[config.mk]
export PLATFORM = sky130hd
export DESIGN_NAME = bkg_blitter
export DESIGN_NICKNAME = d
export VERILOG_FILES = /design/src/rtl/bkg_blitter.sv
export SDC_FILE = /design/constraint.sdc
export NUM_CORES = 1
export LEC_CHECK = 0
export CAP_MARGIN = 10
export CORE_UTILIZATION = 50
export CTS_BUF_LIST = sky130_fd_sc_hd__clkbuf_4
export CTS_CLUSTER_SIZE = 30
export DETAILED_ROUTE_END_ITERATION = 8
export GPL_ROUTABILITY_DRIVEN = 0
export PLACE_DENSITY = 0.85
export SLEW_MARGIN = 5
export SYNTH_ARGS = -nofsm -noshare
export SYNTH_HDL_FRONTEND = slang
export SYNTH_SLANG_ARGS = --single-unit
export TNS_END_PERCENT = 100
[constraint.sdc]
create_clock -name Clk -period 8.7 [get_ports Clk]
set_input_delay 2.175 -clock Clk [delete_from_list [all_inputs] [get_ports Clk]]
set_output_delay 2.175 -clock Clk [all_outputs]
set_load 0.1 [all_outputs]
[src/rtl/bkg_blitter.sv]
// Background frame-buffer write engine: copies a ROM sprite into the 320x240
// background RAM (skipping transparent pixels) or fills a rectangle with one index.
module bkg_blitter #(
    parameter int unsigned SCREEN_W        = 320,
    parameter int unsigned SCREEN_H        = 240,
    parameter int unsigned FB_ADDR_W       = 17,
    parameter int unsigned SRC_ADDR_W      = 16,
    parameter logic [4:0]  TRANSPARENT_IDX = 5'h0
) (
    input  logic                  Clk,
    input  logic                  Reset,
    input  logic                  start,
    input  logic                  fill_mode,
    input  logic [4:0]            fill_index,
    input  logic [8:0]            dst_x,
    input  logic [8:0]            dst_y,
    input  logic [8:0]            width,
    input  logic [8:0]            height,
    input  logic [SRC_ADDR_W-1:0] src_base,
    output logic [SRC_ADDR_W-1:0] src_address,
    input  logic [4:0]            src_data,
    output logic [FB_ADDR_W-1:0]  write_address,
    output logic [4:0]            data_In,
    output logic                  we,
    output logic                  busy,
    output logic                  done
);

    localparam int unsigned CW = 9;
    localparam int unsigned PW = 10;
    localparam int unsigned IW = 5;

    typedef enum logic [1:0] {IDLE, RUN, DRAIN, DONE} state_t;

    state_t          state;
    logic [CW-1:0]   req_x, req_y, req_w, req_h;
    logic            req_fill;
    logic [IW-1:0]   req_idx;
    logic [CW-1:0]   col, row;
    logic            tail;

    // Stage aligned with src_data: the pixel whose ROM read is returning now.
    logic            s2_valid, s2_inb, s2_fill;
    logic [IW-1:0]   s2_idx;

    logic [PW-1:0]        px, py;
    logic [FB_ADDR_W-1:0] py_ext, pix_addr;
    logic                 last_col, last_row, in_bounds;

    // Address of the pixel currently being presented to the ROM.
    always_comb begin
        px        = PW'(req_x) + PW'(col);
        py        = PW'(req_y) + PW'(row);
        py_ext    = FB_ADDR_W'(py);
        pix_addr  = (py_ext << 8) + (py_ext << 6) + FB_ADDR_W'(px);
        in_bounds = (px < PW'(SCREEN_W)) && (py < PW'(SCREEN_H));
        last_col  = (col == req_w - CW'(1));
        last_row  = (row == req_h - CW'(1));
    end

    always_ff @(posedge Clk) begin
        if (Reset) begin
            state         <= IDLE;
            req_x         <= '0;
            req_y         <= '0;
            req_w         <= '0;
            req_h         <= '0;
            req_fill      <= 1'b0;
            req_idx       <= '0;
            col           <= '0;
            row           <= '0;
            tail          <= 1'b0;
            s2_valid      <= 1'b0;
            s2_inb        <= 1'b0;
            s2_fill       <= 1'b0;
            s2_idx        <= '0;
            src_address   <= '0;
            write_address <= '0;
            busy          <= 1'b0;
            done          <= 1'b0;
        end else begin
            s2_valid <= 1'b0;
            done     <= 1'b0;
            case (state)
                IDLE: begin
                    if (start) begin
                        req_x    <= dst_x;
                        req_y    <= dst_y;
                        req_w    <= width;
                        req_h    <= height;
                        req_fill <= fill_mode;
                        req_idx  <= fill_index;
                        col      <= '0;
                        row      <= '0;
                        tail     <= 1'b0;
                        if (width == '0 || height == '0) begin
                            state <= DONE;
                            done  <= 1'b1;
                        end else begin
                            state       <= RUN;
                            busy        <= 1'b1;
                            src_address <= src_base;
                        end
                    end
                end
                RUN: begin
                    if (!tail) begin
                        s2_valid      <= 1'b1;
                        s2_inb        <= in_bounds;
                        s2_fill       <= req_fill;
                        s2_idx        <= req_idx;
                        write_address <= pix_addr;
                        if (last_col) begin
                            col <= '0;
                            if (last_row) tail <= 1'b1;
                            else          row  <= row + CW'(1);
                        end else begin
                            col <= col + CW'(1);
                        end
                        if (!(last_col && last_row))
                            src_address <= src_address + SRC_ADDR_W'(1);
                    end else begin
                        state <= DRAIN;
                    end
                end
                DRAIN: begin
                    state <= DONE;
                    busy  <= 1'b0;
                    done  <= 1'b1;
                end
                DONE:    state <= IDLE;
                default: state <= IDLE;
            endcase
        end
    end

    // ROM data arrives in the write cycle, so the final gate is combinational on it.
    assign we      = s2_valid && s2_inb && (s2_fill || (src_data != TRANSPARENT_IDX));
    assign data_In = s2_fill ? s2_idx : src_data;

endmodule

# Word level (Yosys, flattened, before mapping)
# Index checks and enable logic that the tools add are counted.
# W data, S select, Z words.
[classes] add_sub_neg=9 mul=0 div_mod_pow=0 n_lt_le_gt_ge=2 eq_ne=12 shift=0 muxes=30 bitwise_logic=2 reduce_logical=21
[op_table] op="$mux W16" count=4
[op_table] op="$mux W9" count=6
[op_table] op="$pmux W9 S2" count=2
[op_table] op="$pmux W16 S2" count=1
[op_table] op="$add A9 B9 Y10" count=2
[op_table] op="$add A9 B1 Y9 const B" count=2
[op_table] op="$eq A9 B9 Y1" count=2
[op_table] op="$logic_not A9 Y1" count=2
[op_table] op="$sub A9 B1 Y9 const B" count=2
[op_table] op="$add A17 B10 Y17" count=1
[op_table] op="$add A17 B16 Y17" count=1
[op_table] op="$add A16 B1 Y16 const B" count=1
[op_table] op="$ne A2 B2 Y1 const B" count=7
[op_table] op="$lt A10 B8 Y1 const B" count=1
[op_table] op="$lt A10 B9 Y1 const B" count=1
[op_table] op="$reduce_and A5 Y1" count=2
[op_table] op="$mux W1" count=9
[op_table] op="$pmux W2 S4" count=1
[op_table] op="$reduce_and A2 Y1" count=4
[op_table] op="$mux W2" count=3
[op_table] op="$pmux W1 S2" count=3
[op_table] op="$reduce_and A3 Y1" count=2
[op_table] op="$mux W5" count=1
[op_table] op="$reduce_bool A5 Y1" count=1
[op_table] op="other kinds (8)" count=15
[word_totals] regBits=106 latchBits=0 ram_bits=0 rom_bits=0 input_bits=66 out_inout_bits=41 word_cells=94 n_memories=0

# Longest topological paths before layout
# Gate-level depths: netlist (run 1).
[depth] ltp_word=6 ltp_mapped=18 ltp_nobuf=18

# Worst setup path after synthesis (run 1)
# Ideal clock, no wire load.
[synth_timing] path_kind="input to output" start="input src_data[3]" end="output we" t_arrival_ns=3.309 required_ns=6.525 slack_ns=3.216 cell_stages=2 path_buffers=0 path_cell_list="or4_1 o311a_1"
[synth_via] elab_chain_cells=3
[synth_rtl] item="from (decl)" line_no="21" text="input logic [4:0] src_data,"
[synth_rtl] item="$reduce_bool A5 Y1" line_no="138" text="assign we = s2_valid && s2_inb && (s2_fill || (src_data != TRANSPARENT_IDX));"
[synth_rtl] item="$logic_or A1 B1 Y1" line_no="138"
[synth_rtl] item="$logic_and A1 B1 Y1" line_no="138"
[synth_rtl] item="to (decl)" line_no="24" text="output logic we,"
# No other way between the ends.

# Worst setup path after layout (run 1)
# Ends and elaborated chain as after synthesis.

==> metrics.txt, run 1 <==
Psw=1.062 mW; io pins=107; Final Hold Fails=0; worst skew pair latency=470 ps; final setup TNS=0 ps; switch share=0.5028; initial antenna violation count=0; RSZ-0062 raised after global routing=false; internal power=1.050 mW; Synth warnings=0; Synth Flop Type=dfxtp_1; FMAX=153.2 MHz; Num CTS Buffers=9; count of flip-flops with a built-in enable after synthesis=0; Worst EP required=6530 ps; gr usage total=0.2322; Leakage Power=2.929 nW; Worst Path Arrival=4350 ps; global route total overflow=0; Root Driver=clkbuf_4; Synth Instances=794; power per cell area=280.1 mW/mm2; Gate power share=0.546; CTS Buffer Depth=2; fillers=1067; Seq/Total Area, Yosys=0.3408; Final period util=0.7505; crit path max fanout=2; Final setup viols=0; core footprint=0.01206 mm2; max-cap viol count=0; total number of vias=5718; post-synthesis cell type count=62; Post-synth ARST share=0; maximum vdd drop=0.1181 mV; fin cells=1049; worst setup margin=2171 ps; relative slew slack=0.1939; routed vias/inst=5.451; placed inst area=0.007382 mm2; Seq pwr share=0.320; Synth Register Bits=106; I/O Buffers=106; Die Ht=113.6 um; Rows=40; Clk pwr share=0.133; Mean Syn Cell Area=7.843 um2; share of cells above drive strength 1=0.04313; n_diodes=0; Cell Count Post-Placement=1034; DRC viols=0; area of the mapped netlist=0.006227 mm2; worst min path class=register to register; Reg area=0.002122 mm2; first-pass GRT wire length=24270 um; Routed WL=14460 um; post-place setup slack=2160 ps; H-tree levels=3; worst setup path class=input pin to output pin; die width=113.6 um; Critical Path Sink Type=output pin; Post-CTS Setup Bufs=0; Slew @ Worst Pin=1209 ps; pin count of the biggest net entering global routing=89; vias in the first global route=5187; antenna-violating nets left=0; TritonCTS clock tree=built; Sink Count=106; initial core utilization=0.5163; area of the multi-input gates=0.003874 mm2; Post-Route Skew=20.61 ps; syn nets=908; nets=991; Clock transition at path regs=150 ps; DP Wirelength=10400 um; Avg WL per Cell=13.78 um; die footprint=0.01291 mm2; post-route cell area=0.007537 mm2; First-pass DRT Iterations=5; Post-CTS Resized=0; max-slew violation count=0; Setup crit start kind=input pin; hold_buf cts=0; Area Growth Syn to Fin=21.04%; status=finished, final reports clean; clock period minus worst slack=6529 ps; initial DRC count=442
[synthesized netlist by cell type, types with 20 or more instances]
library cell,instances,area share
nand3_1,20,0.016
xor2_1,20,0.028
nand2b_1,20,0.020
nor3_1,26,0.021
xnor2_1,31,0.044
ha_1,43,0.086
a21oi_1,110,0.088
dfxtp_1,106,0.34
nor2_1,50,0.030
clkbuf_1,30,0.018
inv_1,23,0.014
nand2_1,155,0.093
[cell families (layout without fill, tap and decap cells)]
kind of cell,Yosys count,after routing,synth area share
adders and majority gates,48,48,0.1025
muxes,11,11,0.01889
xor gates and xnor gates,52,52,0.07434
AOI/OAI and AO/OA,186,186,0.1802
and+or+nand+nor,329,329,0.2451
buffers and inverters,62,149,0.03817
DFF,106,106,0.3408
[registers in the layout (all words and copies together) (netlist names), 2 cells and up]
name,flops
write_address,17
src_address,16
col,9
req_h,9
req_w,9
req_x,9
req_y,9
row,9
req_idx,5
s2_idx,5
state,2
[layer usage]
| layer | vias up | part of all wire | GRT usage |
|---|---|---|---|
| met5 | - | 0 | 0 |
| met2 | 142 | 0.45 | 0.3748 |
| met3 | 18 | 0.048 | 0.03560 |
| met1 | 2618 | 0.49 | 0.3180 |
| met4 | 0 | 0.016 | 0.07544 |
| li1 | 2940 | - | - |
[area by class of cell]
cell class,count,area share
clock inverters,5,0.01062
clock buffers,10,0.009960
repair buffers,110,0.1441
well taps,168,0.02789
flip-flops and latches,106,0.2815
multi-input cells,626,0.5139
inverters,24,0.01195
[power groups by stage]
| stage | clock network, mW | registers [mW] | logic (mW) |
|---|---|---|---|
| after floorplan | 0 | 0.988 | 0.584 |
| final | 0.282 | 0.676 | 1.15 |
| after global routing | 0.307 | 0.689 | 1.26 |
| after global placement | 0 | 0.683 | 1.13 |
| after detailed placement | 0 | 0.685 | 1.15 |
| after CTS | 0.287 | 0.675 | 1.15 |
[worst paths after layout]
check / start / endpoint / slack (ps) / cells past startpoint
hold reg to reg: write_address[12] / write_address[12] / 460 / 2
setup / recovery: src_data[3] / we / 2170 / 4
hold / removal: write_address[12] / write_address[12] / 460 / 2
setup reg to reg: col[0] / write_address[16] / 4050 / 17
[placed cells by master (no fill, tap or decap), types with 4 or more instances in the layout]
master           netlist  routed
a21o_1                 9       9
a21oi_1              110     110
and3_1                 9       9
buf_4                  0       4
clkbuf_4               0      10
clkdlybuf4s50_1        0     105
dfxtp_1              106     106
fa_1                   5       5
ha_1                  43      43
inv_1                 23      23
mux2_2                 6       6
mux2i_1                5       5
nand2_1              155     155
nand2b_1              20      20
nand3_1               20      20
nand4_1                8       8
nor2_1                50      49
nor2b_1                4       4
nor3_1                26      26
nor4_1                 8       8
o21ai_0               18      18
o32ai_1               13      13
or2_2                  4       4
or3_1                  5       5
xnor2_1               31      31
xor2_1                20      20
[worst max-delay path, cell delays in order]
cell	delay, ps
clkdlybuf4s50_1	410
or4_1	510
o311a_1	290
clkdlybuf4s50_1	960
[through the flow]
step	util	hold WS [ps]	total power, mW
detailed placement	0.6120	444.7	1.834
CTS	0.6249	464.3	2.116
global placement	0.6120	438.4	1.815
finish	0.6249	459.7	2.111
floorplan	-	432.1	1.572
global route	0.6249	480.9	2.251
Note: power is estimated with default switching activity, not from simulation.
==> inputs of run 2 (changes only) <==
clock period = 6.8 ns   (was 8.7 ns; I/O delays follow)
==> run 2 against run 1 <==
Against the previous run:
- design area down 0.27%
- register-to-register slack got worse by 1900 ps
- first-iteration DRC count decreased by 13%
- critical path type unchanged
- power grew 26%
==> metrics.txt, run 2 (synthesis gave the netlist of run 1 again) <==
status=finished, final reports clean; FMAX=179.1 MHz; Post-CTS Resized=0; DP Wirelength=10450 um; worst setup path class=input pin to output pin; reg2reg start=col[0]; Routed WL=14200 um; Fin Hold WS=454.7 ps; worst min path class=register to register; Post-CTS Setup Bufs=0; relative slew slack=0.1970; pin count of the biggest net entering global routing=61; Final setup viols=0; post-route cell area=0.007517 mm2; max reg flops=17; initial DRC count=386; power per cell area=353.7 mW/mm2; initial antenna violation count=1; final setup TNS=0 ps; Top Registers=write_address (17), src_address (16); share of cells above drive strength 1=0.04308; capturing point of the worst reg2reg path=write_address[16]; First-pass DRT Iterations=5; vias in the first global route=5227; Setup crit start kind=input pin; Final period util=0.8209; most flop-heavy register=write_address; Die Ht=113.6 um; Power Total=2.659 mW; H-tree levels=3; io pins=107; commonest non-fill, non-tap cell in the layout=nand2_1; final core utilization=0.6232; first-pass GRT wire length=24070 um; Leakage Power=2.928 nW; Root Driver=clkbuf_4; placed inst area=0.007382 mm2; gr usage total=0.2292; Worst EP required=5100 ps; maximum vdd drop=0.1757 mV; crit path from=src_data[3]; M1 WL=6988 um; CTS Buffer Depth=2; antenna-violating nets left=0; Sink Count=106; Worst Path Arrival=3880 ps; worst setup path end=we; R2R cell count=17; Num CTS Buffers=9; Met3 Routed Length=679 um; Avg WL per Cell=13.51 um; Final Hold Fails=0; total number of vias=5740; Rows=40; initial core utilization=0.5163; worst skew pair latency=460 ps; hold_buf cts=0; Post-Route Skew=30.04 ps; top routing layer in use=met4; Slew @ Worst Pin=1204 ps; I/O Buffers=106; RSZ-0062 raised after global routing=false; clock period minus worst slack=5582 ps; Critical Path Sink Type=output pin; most frequent cells in the layout=nand2_1, a21oi_1, dfxtp_1, clkdlybuf4s50_1, nor2_1; Clock transition at path regs=170 ps; DRC viols=0; crit path max fanout=2; max-slew violation count=0; global route total overflow=0; die width=113.6 um; Area Growth Syn to Fin=20.72%; TritonCTS clock tree=built; core footprint=0.01206 mm2; DR WL met2=6297 um; nets=991; max-cap viol count=0; routed vias/inst=5.461; Register-to-Register Setup Slack=2140 ps; die footprint=0.01291 mm2
==> run 2: area by class of cell <==
type                       instances  area (um2)
fill                            1053        4544
inverter                          24       90.09
multi-input combinational        626        3874
timing repair buffer             110        1086
clock inverter                     6       57.56
tap                              168       210.2
sequential                       106        2122
antenna                            1       2.502
clock buffer                      10       75.07
==> run 2: routing by layer <==
layer | track usage | up-vias
li1 | - | 2958
met1 | 0.3253 | 2614
met2 | 0.3589 | 151
met3 | 0.02816 | 17
met4 | 0.07982 | 0
met5 | 0 | -
==> run 2: how the worst min path moves through the flow <==
stage | depth (start not counted) | start | endpoint | slack [ps]
CTS | 2 | req_idx[2] | s2_idx[2] | 450
detailed placement | 2 | req_idx[0] | s2_idx[0] | 450
global placement | 2 | write_address[10] | write_address[10] | 440
floorplan | 2 | req_idx[0] | s2_idx[0] | 430
finish | 2 | req_idx[2] | s2_idx[2] | 450
global route | 2 | s2_idx[0] | s2_idx[0] | 480
==> run 2: worst max-delay path: stages <==
cell             delay, ps
clkdlybuf4s50_1        410
or4_1                  510
o311a_1                290
clkdlybuf4s50_1        960
==> run 2: where the power goes <==
| group | switching [mW] | total [mW] | internal, mW |
|---|---|---|---|
| registers | 0.122 | 0.863 | 0.740 |
| logic | 1.03 | 1.48 | 0.452 |
| clock network | 0.204 | 0.318 | 0.114 |
| total | 1.35 | 2.66 | 1.31 |
==> run 2: per-stage QoR <==
step	cells	setup WS, ps
detailed placement	1034	1213
floorplan	794	2266
global placement	1034	1217
finish	1051	1218
global route	1051	1189
CTS	1050	1205
==> inputs of run 3 (changes only) <==
PLACE_DENSITY = 0.88   (was 0.85)
clock period = 5.03 ns   (was 6.8 ns; I/O delays follow)
==> run 3 against run 2 <==
Against the previous run:
- sequential share of layout area about the same
- combinational power increased by 38%
- count of clock-buffer cells in the layout unchanged
- first-iteration DRC count increased by 2.8%
- core utilization increased by 0.062 points
- power increased by 36%
- routed wire length increased by 4.2%
- via count increased by 2.4%
- critical path depth increased by 13
- critical endpoint is now write_address[16]
- largest power group unchanged
==> metrics.txt, run 3 (synthesis gave the netlist of run 1 again) <==
status=finished, final reports clean; worst setup path class=register to register; worst min path class=register to register; share of cells above drive strength 1=0.05530; Worst Path Arrival=5010 ps; most frequent cells in the layout=nand2_1, a21oi_1, dfxtp_1, clkdlybuf4s50_1, nor2_1; Post-CTS Resized=0; core footprint=0.01206 mm2; Psw=1.866 mW; Post-Route Skew=16.08 ps; FMAX=216.5 MHz; reg2reg start=col[0]; Die Ht=113.6 um; maximum vdd drop=0.2048 mV; Final Hold Fails=0; Top Registers=write_address (17), src_address (16); worst skew pair latency=470 ps; vias in the first global route=5373; Cell Count Post-Placement=1037; Worst EP required=5420 ps; initial antenna violation count=0; Final setup viols=0; min-delay src=req_idx[3]; Sink Count=106; switch share=0.5174; Post-CTS Setup Bufs=0; first-pass GRT wire length=24710 um; First-pass DRT Iterations=5; Clock transition at path regs=160 ps; nets=995; Final period util=0.9185; relative slew slack=0.2778; total number of vias=5877; critical path cell sequence=ha_1 -> fa_1 -> a21o_1 -> a21oi_1 -> o21ai_0 -> nor4_1 -> nor3_1 -> xor2_1 -> fa_1 -> ha_1 -> a21o_1 -> a21oi_1 -> o21ai_0 -> o41ai_1 -> o21ai_0 -> xnor2_1 -> a211oi_1; RSZ-0062 raised after global routing=false; hold_buf cts=0; Gate power share=0.566; CP max-delay cell=fa_1; max-cap viol count=0; crit path max fanout=7; worst setup margin=410.1 ps; max reg flops=17; Num CTS Buffers=9; post-place setup slack=425.8 ps; TritonCTS clock tree=built; initial DRC count=397; CTS Buffer Depth=2; Register-to-Register Setup Slack=410 ps; max-slew violation count=0; routed vias/inst=5.571; gr usage total=0.2354; crit-path most repeated cell=o21ai_0; Leakage Power=2.942 nW; Hold Path End=s2_idx[3]; I/O Buffers=106; H-tree levels=3; internal power=1.741 mW; die width=113.6 um; Worst Hold Path Cells=2; Fin Hold WS=462.0 ps; power per cell area=479.4 mW/mm2; DP Wirelength=11070 um; die footprint=0.01291 mm2; Seq pwr share=0.323; final setup TNS=0 ps; clock period minus worst slack=4620 ps; Bufs and invs on worst path=0; initial core utilization=0.5163; Critical Path Sink Type=register; antenna-violating nets left=0; fin cells=1055; Slew @ Worst Pin=1083 ps; Routed WL=14800 um; io pins=107; most flop-heavy register=write_address; Rows=40; pin count of the biggest net entering global routing=53; capturing point of the worst reg2reg path=write_address[16]; R2R cell count=17; final core utilization=0.6239; Root Driver=clkbuf_4; global route total overflow=0; Area Growth Syn to Fin=20.84%; Clk pwr share=0.111; CP delay by family, top=compound AO/OA/AOI/OAI gates; Power Total=3.607 mW; Setup crit start kind=register; Avg WL per Cell=14.03 um; placed inst area=0.007390 mm2; commonest non-fill, non-tap cell in the layout=nand2_1; post-route cell area=0.007525 mm2; DRC viols=0; Max stage delay on crit path=510 ps
## run 3: power by group through the flow
stage	clock [mW]	combinational [mW]	sequential, mW
global route	0.440	2.21	1.19
detailed placement	0	2.01	1.18
global placement	0	1.98	1.18
finish	0.402	2.04	1.17
CTS	0.407	2.02	1.16
floorplan	0	1.01	1.71
## run 3: worst max path at each step
stage | cells past startpoint | to | slack [ps] | from
2_1_floorplan | 17 | write_address[16] | 900 | col[0]
3_3_place_gp | 17 | write_address[16] | 630 | col[0]
3_5_place_dp | 17 | write_address[16] | 430 | col[0]
4_1_cts | 17 | write_address[16] | 400 | col[0]
5_1_grt | 17 | write_address[16] | 2 | col[0]
6_report | 17 | write_address[16] | 410 | col[0]
## run 3: final cells by class
| class | count | area, um2 |
|---|---|---|
| Clock inverter | 6 | 42.54 |
| Fill cell | 1063 | 4537 |
| Sequential cell | 106 | 2122 |
| Multi-Input combinational cell | 626 | 3874 |
| Clock buffer | 10 | 75.07 |
| Tap cell | 168 | 210.2 |
| Timing Repair Buffer | 114 | 1109 |
| Antenna cell | 1 | 2.502 |
| Inverter | 24 | 90.09 |
## run 3: worst reg2reg max path: stages (launching register included)
cell and delay [ps]:
dfxtp_1 410, ha_1 250, fa_1 420, a21o_1 180
a21oi_1 200, o21ai_0 170, nor4_1 230, nor3_1 120
xor2_1 240, fa_1 510, ha_1 310, a21o_1 160
a21oi_1 230, o21ai_0 160, o41ai_1 400, o21ai_0 200
xnor2_1 160, a211oi_1 210
## run 3: layer usage
| metal | global-route usage | vias up | wire length [um] |
|---|---|---|---|
| met1 | 0.3156 | 2718 | 6963 |
| met3 | 0.02550 | 24 | 697 |
| met5 | 0 | - | 0 |
| met4 | 0.08947 | 0 | 320 |
| met2 | 0.3902 | 183 | 6818 |
| li1 | - | 2952 | - |
